==> src/rtl/jtag_dtm_hs.sv <==
// JTAG debug transport module: IEEE 1149.1 TAP with IDCODE/DTMCS/DMI/BYPASS
// and a valid/ready DMI request channel with sticky busy/failed status.
module jtag_dtm_hs #(
  parameter int          ABITS      = 7,
  parameter int          IR_LEN     = 5,
  parameter logic [31:0] IDCODE_VAL = 32'h10e31913,
  parameter logic [2:0]  IDLE_HINT  = 3'd1
) (
  input  logic             tck_i,
  input  logic             trst_i,
  input  logic             tms_i,
  input  logic             tdi_i,
  output logic             tdo_o,
  output logic             tdo_oe_o,
  output logic             dmi_req_valid_o,
  input  logic             dmi_req_ready_i,
  output logic [1:0]       dmi_req_op_o,
  output logic [ABITS-1:0] dmi_req_addr_o,
  output logic [31:0]      dmi_req_data_o,
  input  logic             dmi_rsp_valid_i,
  input  logic [31:0]      dmi_rsp_data_i,
  input  logic             dmi_rsp_err_i,
  output logic             dmi_hardreset_o
);
  localparam int DRW = ABITS + 34;

  localparam logic [3:0] TLR    = 4'd0;
  localparam logic [3:0] RTI    = 4'd1;
  localparam logic [3:0] SEL_DR = 4'd2;
  localparam logic [3:0] CAP_DR = 4'd3;
  localparam logic [3:0] SH_DR  = 4'd4;
  localparam logic [3:0] EX1_DR = 4'd5;
  localparam logic [3:0] PA_DR  = 4'd6;
  localparam logic [3:0] EX2_DR = 4'd7;
  localparam logic [3:0] UP_DR  = 4'd8;
  localparam logic [3:0] SEL_IR = 4'd9;
  localparam logic [3:0] CAP_IR = 4'd10;
  localparam logic [3:0] SH_IR  = 4'd11;
  localparam logic [3:0] EX1_IR = 4'd12;
  localparam logic [3:0] PA_IR  = 4'd13;
  localparam logic [3:0] EX2_IR = 4'd14;
  localparam logic [3:0] UP_IR  = 4'd15;

  localparam logic [1:0] T_IDLE = 2'd0;
  localparam logic [1:0] T_REQ  = 2'd1;
  localparam logic [1:0] T_RSP  = 2'd2;

  localparam logic [IR_LEN-1:0] OP_IDCODE = IR_LEN'(5'h01);
  localparam logic [IR_LEN-1:0] OP_DTMCS  = IR_LEN'(5'h10);
  localparam logic [IR_LEN-1:0] OP_DMI    = IR_LEN'(5'h11);

  logic [3:0]        state;
  logic [3:0]        nstate;
  logic [IR_LEN-1:0] ir;
  logic [IR_LEN-1:0] ir_sr;
  logic [DRW-1:0]    dr;
  logic [1:0]        tfsm;
  logic [1:0]        sticky;
  logic [31:0]       rsp_data;
  logic              hard_q;
  logic              tdo_q;
  logic              oe_q;

  logic sel_id, sel_cs, sel_dmi;
  logic cap_dr, sh_dr, up_dr;
  logic busy, up_cs, up_dmi, hard, clr;
  logic accept, rsp_ok, set_busy, set_err;

  always_comb begin
    nstate = TLR;
    unique case (state)
      TLR:     nstate = tms_i ? TLR    : RTI;
      RTI:     nstate = tms_i ? SEL_DR : RTI;
      SEL_DR:  nstate = tms_i ? SEL_IR : CAP_DR;
      CAP_DR:  nstate = tms_i ? EX1_DR : SH_DR;
      SH_DR:   nstate = tms_i ? EX1_DR : SH_DR;
      EX1_DR:  nstate = tms_i ? UP_DR  : PA_DR;
      PA_DR:   nstate = tms_i ? EX2_DR : PA_DR;
      EX2_DR:  nstate = tms_i ? UP_DR  : SH_DR;
      UP_DR:   nstate = tms_i ? SEL_DR : RTI;
      SEL_IR:  nstate = tms_i ? TLR    : CAP_IR;
      CAP_IR:  nstate = tms_i ? EX1_IR : SH_IR;
      SH_IR:   nstate = tms_i ? EX1_IR : SH_IR;
      EX1_IR:  nstate = tms_i ? UP_IR  : PA_IR;
      PA_IR:   nstate = tms_i ? EX2_IR : PA_IR;
      EX2_IR:  nstate = tms_i ? UP_IR  : SH_IR;
      UP_IR:   nstate = tms_i ? SEL_DR : RTI;
      default: nstate = TLR;
    endcase
  end

  assign sel_id  = ir == OP_IDCODE;
  assign sel_cs  = ir == OP_DTMCS;
  assign sel_dmi = ir == OP_DMI;
  assign cap_dr  = state == CAP_DR;
  assign sh_dr   = state == SH_DR;
  assign up_dr   = state == UP_DR;

  assign busy     = tfsm != T_IDLE;
  assign up_cs    = up_dr && sel_cs;
  assign up_dmi   = up_dr && sel_dmi;
  assign hard     = up_cs && dr[17];
  assign clr      = up_cs && (dr[16] || dr[17]);
  assign accept   = up_dmi && sticky == 2'd0 && !busy &&
                    (dr[1:0] == 2'd1 || dr[1:0] == 2'd2);
  assign rsp_ok   = tfsm == T_RSP && dmi_rsp_valid_i && !hard;
  assign set_busy = busy && ((cap_dr && sel_dmi) || up_dmi);
  assign set_err  = rsp_ok && dmi_rsp_err_i;

  always_ff @(posedge tck_i or posedge trst_i) begin
    if (trst_i) begin
      state <= TLR;
      ir_sr <= IR_LEN'(1);
      ir    <= OP_IDCODE;
    end else begin
      state <= nstate;
      if (state == CAP_IR) ir_sr <= IR_LEN'(1);
      else if (state == SH_IR) ir_sr <= {tdi_i, ir_sr[IR_LEN-1:1]};
      if (state == TLR) ir <= OP_IDCODE;
      else if (state == UP_IR) ir <= ir_sr;
    end
  end

  always_ff @(posedge tck_i or posedge trst_i) begin
    if (trst_i) begin
      dr <= '0;
    end else if (cap_dr) begin
      unique case (1'b1)
        sel_dmi: dr <= {dmi_req_addr_o, rsp_data, busy ? 2'd3 : sticky};
        sel_cs:  dr <= DRW'({17'd0, IDLE_HINT, sticky, 6'(ABITS), 4'd1});
        sel_id:  dr <= DRW'(IDCODE_VAL);
        default: dr <= '0;
      endcase
    end else if (sh_dr) begin
      unique case (1'b1)
        sel_dmi:        dr       <= {tdi_i, dr[DRW-1:1]};
        sel_cs, sel_id: dr[31:0] <= {tdi_i, dr[31:1]};
        default:        dr[0]    <= tdi_i;
      endcase
    end
  end

  // Clears win over sets; once non-zero, sticky holds until cleared.
  always_ff @(posedge tck_i or posedge trst_i) begin
    if (trst_i) sticky <= 2'd0;
    else if (clr) sticky <= 2'd0;
    else if (sticky == 2'd0 && set_busy) sticky <= 2'd3;
    else if (sticky == 2'd0 && set_err) sticky <= 2'd2;
  end

  always_ff @(posedge tck_i or posedge trst_i) begin
    if (trst_i) begin
      tfsm           <= T_IDLE;
      dmi_req_op_o   <= 2'd0;
      dmi_req_addr_o <= '0;
      dmi_req_data_o <= '0;
      rsp_data       <= '0;
      hard_q         <= 1'b0;
    end else begin
      hard_q <= hard;
      if (hard) begin
        tfsm <= T_IDLE;
      end else begin
        unique case (tfsm)
          T_IDLE: if (accept) begin
            tfsm           <= T_REQ;
            dmi_req_op_o   <= dr[1:0];
            dmi_req_data_o <= dr[33:2];
            dmi_req_addr_o <= dr[DRW-1:34];
          end
          T_REQ: if (dmi_req_ready_i) tfsm <= T_RSP;
          T_RSP: if (rsp_ok) begin
            if (dmi_req_op_o == 2'd1) rsp_data <= dmi_rsp_data_i;
            tfsm <= T_IDLE;
          end
          default: tfsm <= T_IDLE;
        endcase
      end
    end
  end

  always_ff @(negedge tck_i or posedge trst_i) begin
    if (trst_i) begin
      tdo_q <= 1'b0;
      oe_q  <= 1'b0;
    end else begin
      tdo_q <= (state == SH_IR) ? ir_sr[0] : dr[0];
      oe_q  <= state == SH_IR || state == SH_DR;
    end
  end

  assign tdo_o           = tdo_q;
  assign tdo_oe_o        = oe_q;
  assign dmi_req_valid_o = tfsm == T_REQ;
  assign dmi_hardreset_o = hard_q;
endmodule

==> config.mk <==
export PLATFORM = sky130hd
export DESIGN_NAME = jtag_dtm_hs
export DESIGN_NICKNAME = d
export VERILOG_FILES = /design/src/rtl/jtag_dtm_hs.sv
export SDC_FILE = /design/constraint.sdc
export NUM_CORES = 1
export LEC_CHECK = 0
export CAP_MARGIN = 20
export CORE_MARGIN = 2
export CORE_UTILIZATION = 55
export CTS_CLUSTER_DIAMETER = 50
export DETAILED_ROUTE_END_ITERATION = 12
export GPL_TIMING_DRIVEN = 0
export HOLD_SLACK_MARGIN = 0.1
export PLACE_DENSITY = 0.78
export SLEW_MARGIN = 10
export SYNTH_ARGS = -nofsm -noshare
export SYNTH_HDL_FRONTEND = slang
export SYNTH_SLANG_ARGS = --single-unit
==> constraint.sdc <==
create_clock -name tck_i -period 9.95 [get_ports tck_i]
set_input_delay 0.995 -clock tck_i [delete_from_list [all_inputs] [get_ports tck_i]]
set_output_delay 0.995 -clock tck_i [all_outputs]
set_load 0.05 [all_outputs]
==> metrics.txt <==
# TYPE chip_impl_metric gauge
chip_impl_info{name="status",value="finished, final reports clean"} 1
chip_impl_metric{name="clock_latency",unit="ns"} 0.41
chip_impl_info{name="clock_tree_from_tritoncts",value="yes"} 1
chip_impl_metric{name="cts_resized",unit=""} 0
chip_impl_metric{name="chipWidth",unit="um"} 110
chip_impl_metric{name="place_ws",unit="ns"} 2.80
chip_impl_metric{name="ios",unit=""} 84
chip_impl_info{name="slowest_stage",value="clkdlybuf4s50_1"} 1
chip_impl_metric{name="drt_first_pass_iters",unit=""} 5
chip_impl_metric{name="place.gp.congestion",unit=""} 0.837
chip_impl_metric{name="design.die.area",unit="sq um"} 12200
chip_impl_metric{name="worst_clock_skew",unit="ns"} 0.0256
chip_impl_metric{name="nets",unit=""} 638
chip_impl_metric{name="syn_area",unit="sq um"} 6220
chip_impl_metric{name="via_count_of_the_first_global_routing_pass",unit=""} 4633
chip_impl_info{name="hold_path.class",value="flip-flop to flip-flop"} 1
chip_impl_metric{name="area_growth_from_synthesis_to_layout",unit="%"} 25.6
chip_impl_metric{name="worst_slew_margin_rel",unit="%"} 51.0
chip_impl_metric{name="timing.hold.worst_path_depth",unit=""} 1
chip_impl_metric{name="vias_per_cell",unit=""} 5.99
chip_impl_metric{name="grt_pass1_wl",unit="um"} 23900
chip_impl_metric{name="finalSetupViolCount",unit=""} 0
chip_impl_metric{name="power_density",unit="nW/um^2"} 251
chip_impl_info{name="timing.critical_path.cells",value="clkdlybuf4s50_1"} 1
chip_impl_metric{name="grt_max_degree",unit=""} 87
chip_impl_info{name="rsz0062_at_grt",value="false"} 1
chip_impl_metric{name="final_core_util",unit="%"} 71.5
chip_impl_metric{name="yosys_warning_count",unit=""} 0
chip_impl_metric{name="timing.setup.tns",unit="ns"} 0
chip_impl_metric{name="cell_leakage_power",unit="nW"} 3.51
chip_impl_metric{name="synth_fp_nets",unit=""} 535
chip_impl_info{name="top_reg_cell_synth",value="dfrtp_1"} 1
chip_impl_metric{name="max_rail_drop_vdd",unit="V"} 0.000175
chip_impl_metric{name="post_route_setup_slack",unit="ns"} 2.39
chip_impl_metric{name="placeableCoreArea",unit="sq um"} 10900
chip_impl_metric{name="num_rows",unit=""} 38
chip_impl_metric{name="detail_route.wl_per_cell",unit="um"} 19.8
chip_impl_metric{name="vias",unit=""} 4503
chip_impl_metric{name="initialDrtViolationCount",unit=""} 345
chip_impl_metric{name="ys_ff_latch",unit=""} 135
chip_impl_metric{name="maxSlewViolCount",unit=""} 0
chip_impl_metric{name="cts_inserted_buffers",unit=""} 17
chip_impl_metric{name="required",unit="ns"} 8.96
chip_impl_metric{name="cts_setup_buffers",unit=""} 0
chip_impl_metric{name="cp_num_cells",unit=""} 1
chip_impl_metric{name="final_hold_viol_count",unit=""} 0
chip_impl_metric{name="worst_hold_slack",unit="ns"} 0.494
chip_impl_metric{name="synth_edf_count",unit=""} 0
chip_impl_metric{name="cts_max_level",unit=""} 4
chip_impl_metric{name="numClockSinks",unit=""} 135
chip_impl_info{name="kind_of_end_point_of_the_critical_path",value="output port"} 1
chip_impl_metric{name="die-height",unit="um"} 110
chip_impl_metric{name="placed_cell_area",unit="sq um"} 7260
chip_impl_metric{name="fin_area",unit="sq um"} 7820
chip_impl_metric{name="critPathMaxFanout",unit=""} 1
chip_impl_metric{name="antenna_violating_nets_post_route",unit=""} 0
chip_impl_metric{name="floorplan.initialDensity",unit="%"} 56.9
chip_impl_metric{name="antenna_cells",unit=""} 0
chip_impl_metric{name="cp_num_buf_inv",unit=""} 1
chip_impl_metric{name="post_synth_num_cell_types",unit=""} 63
chip_impl_metric{name="numPortBuffers",unit=""} 83
chip_impl_metric{name="drive_above_1_share",unit="%"} 16.7
chip_impl_metric{name="timing.max_cap.violations",unit=""} 0
chip_impl_metric{name="dp_hpwl",unit="um"} 9970
chip_impl_info{name="cts_root_buf",value="clkbuf_16"} 1
chip_impl_metric{name="global_route.overflow_total",unit=""} 0
chip_impl_metric{name="post-route-drc-count",unit=""} 0
chip_impl_metric{name="postSynthAreaPerCell",unit="sq um"} 12.5
chip_impl_metric{name="worst_pin_slew",unit="ns"} 0.730
chip_impl_info{name="top_cell_family_by_delay_on_the_critical_path",value="buffers and inverters"} 1
chip_impl_metric{name="worst_setup_hold_path_clk_slew",unit="ns"} 0.06
chip_impl_metric{name="postSynth.asyncResetShare",unit="%"} 100
chip_impl_metric{name="grtUsageTotal",unit="%"} 26.4
chip_impl_info{name="worstSetupStartpointType",value="flip-flop"} 1
chip_impl_metric{name="ctsLongestPathBuffers",unit=""} 2
chip_impl_info{name="crit_type",value="flip-flop to output port"} 1
chip_impl_metric{name="wirelength",unit="um"} 14900
chip_impl_metric{name="worst_ep_arrival_time",unit="ns"} 6.57
chip_impl_metric{name="grt_antenna_before_repair",unit=""} 0
chip_impl_metric{name="synth.yosys.seq_area_share",unit="%"} 54.3
chip_impl_metric{name="worst_path_largest_cell_delay",unit="ns"} 0.82
chip_impl_metric{name="worst_r2r_path_depth",unit=""} 4
chip_impl_metric{name="hold_buffers",unit=""} 0
chip_impl_metric{name="syn_inst",unit=""} 496
stage by stage:
step	instances	power, mW
3_3_place_gp	719	1.33
2_1_floorplan	496	1.18
5_1_grt	752	2.07
6_report	752	1.96
3_5_place_dp	720	1.36
4_1_cts	752	1.96
where the power goes:
part	switching (mW)	leakage, nW	total (mW)	internal [mW]
Clock	0.225	0.266	0.586	0.361
Sequential	0.0849	1.77	0.734	0.649
Combinational	0.393	1.47	0.638	0.245
layout make-up:
type | instances | area [sq um]
Buffer | 39 | 243
Clock buffer | 24 | 482
Clock inverter | 8 | 72.6
Fill cell | 773 | 3120
Inverter | 5 | 23.8
Multi-Input combinational cell | 317 | 2580
Sequential cell | 135 | 3380
Tap cell | 140 | 175
Timing Repair Buffer | 84 | 858
cells in the final DEF, fill, tap and decap left out, drive strengths merged, types with 3 or more instances in the layout:
cell           instances
nor2                  22
inv                    5
a21oi                 31
nor4                   3
or3                    3
nor2b                 12
a31oi                 19
o22ai                  7
nor4b                  3
clkinv                 4
clkbuf                49
nor3                   3
mux2                  86
o31ai                  9
clkinvlp               3
nand2                 32
o21ai                 11
nand2b                 4
o2bb2ai               11
mux2i                  9
dfrtp                131
buf                   15
a22oi                 17
clkdlybuf4s50         83
metal layers:
| metal | vias up | routed length, um | GRT usage, % |
|---|---|---|---|
| li1 | 2041 | - | - |
| met3 | 28 | 827 | 5.58 |
| met4 | 0 | 288 | 9.64 |
| met1 | 2286 | 6600 | 35.5 |
| met5 | - | 0 | 0 |
| met2 | 148 | 7190 | 42.6 |
synthesized netlist by cell type (3+ instances only):
cell type	n	area share [%]
mux2_1	35	6.3
dfrtp_1	131	53
a31oi_1	19	1.9
buf_2	4	0.32
o22ai_1	7	0.70
a21oi_1	30	2.4
o2bb2ai_1	11	1.5
nand2b_1	4	0.40
or3_1	3	0.30
buf_4	3	0.36
inv_1	5	0.30
mux2_4	39	9.4
mux2i_1	9	1.4
nor2b_1	12	1.2
buf_12	4	1.3
clkbuf_1	25	1.5
o31ai_1	9	1.1
o21ai_0	9	0.72
nor4b_1	3	0.42
nand2_1	32	1.9
a22oi_1	17	2.1
mux2_2	12	2.2
nor2_1	22	1.3
final timing paths:
check | start | end | slack [ns]
setup / recovery | tdo_oe_o$_DFF_NP0_ | tdo_oe_o | 2.39
hold / removal | rsp_data[28]$_DFFE_PP0P_ | rsp_data[28]$_DFFE_PP0P_ | 0.49
setup reg to reg | state[3]$_DFF_PP0_ | tdo_oe_o$_DFF_NP0_ | 3.28
hold reg to reg | rsp_data[28]$_DFFE_PP0P_ | rsp_data[28]$_DFFE_PP0P_ | 0.49
max in group asynchronous | trst_i | tdo_oe_o$_DFF_NP0_ | 3.28
min in group asynchronous | trst_i | dmi_req_data_o[27]$_DFFE_PP0P_ | 0.98
logic make-up (layout without fill, tap and decap cells):
kind of cell / count (synthesis) / count (layout) / share of synthesized area (%)
buffers and inverters: 44 / 160 / 4.20
flip-flops: 135 / 135 / 54.3
XOR/XNOR: 3 / 3 / 0.422
AND/OR/NAND/NOR: 95 / 95 / 8.08
multiplexers: 95 / 95 / 19.4
AO/OA/AOI/OAI: 124 / 124 / 13.6
registers in the layout (all words and copies together), names as in the netlist:
signal           count
dmi_req_addr_o       7
dmi_req_data_o      32
sticky               2
state                4
dmi_req_op_o         2
dr                  41
rsp_data            32
tfsm                 2
tdo_oe_o             1
tdo_o                1
ir                   5
dmi_hardreset_o      1
ir_sr                5
No activity file was read; power rests on OpenSTA's default activity.
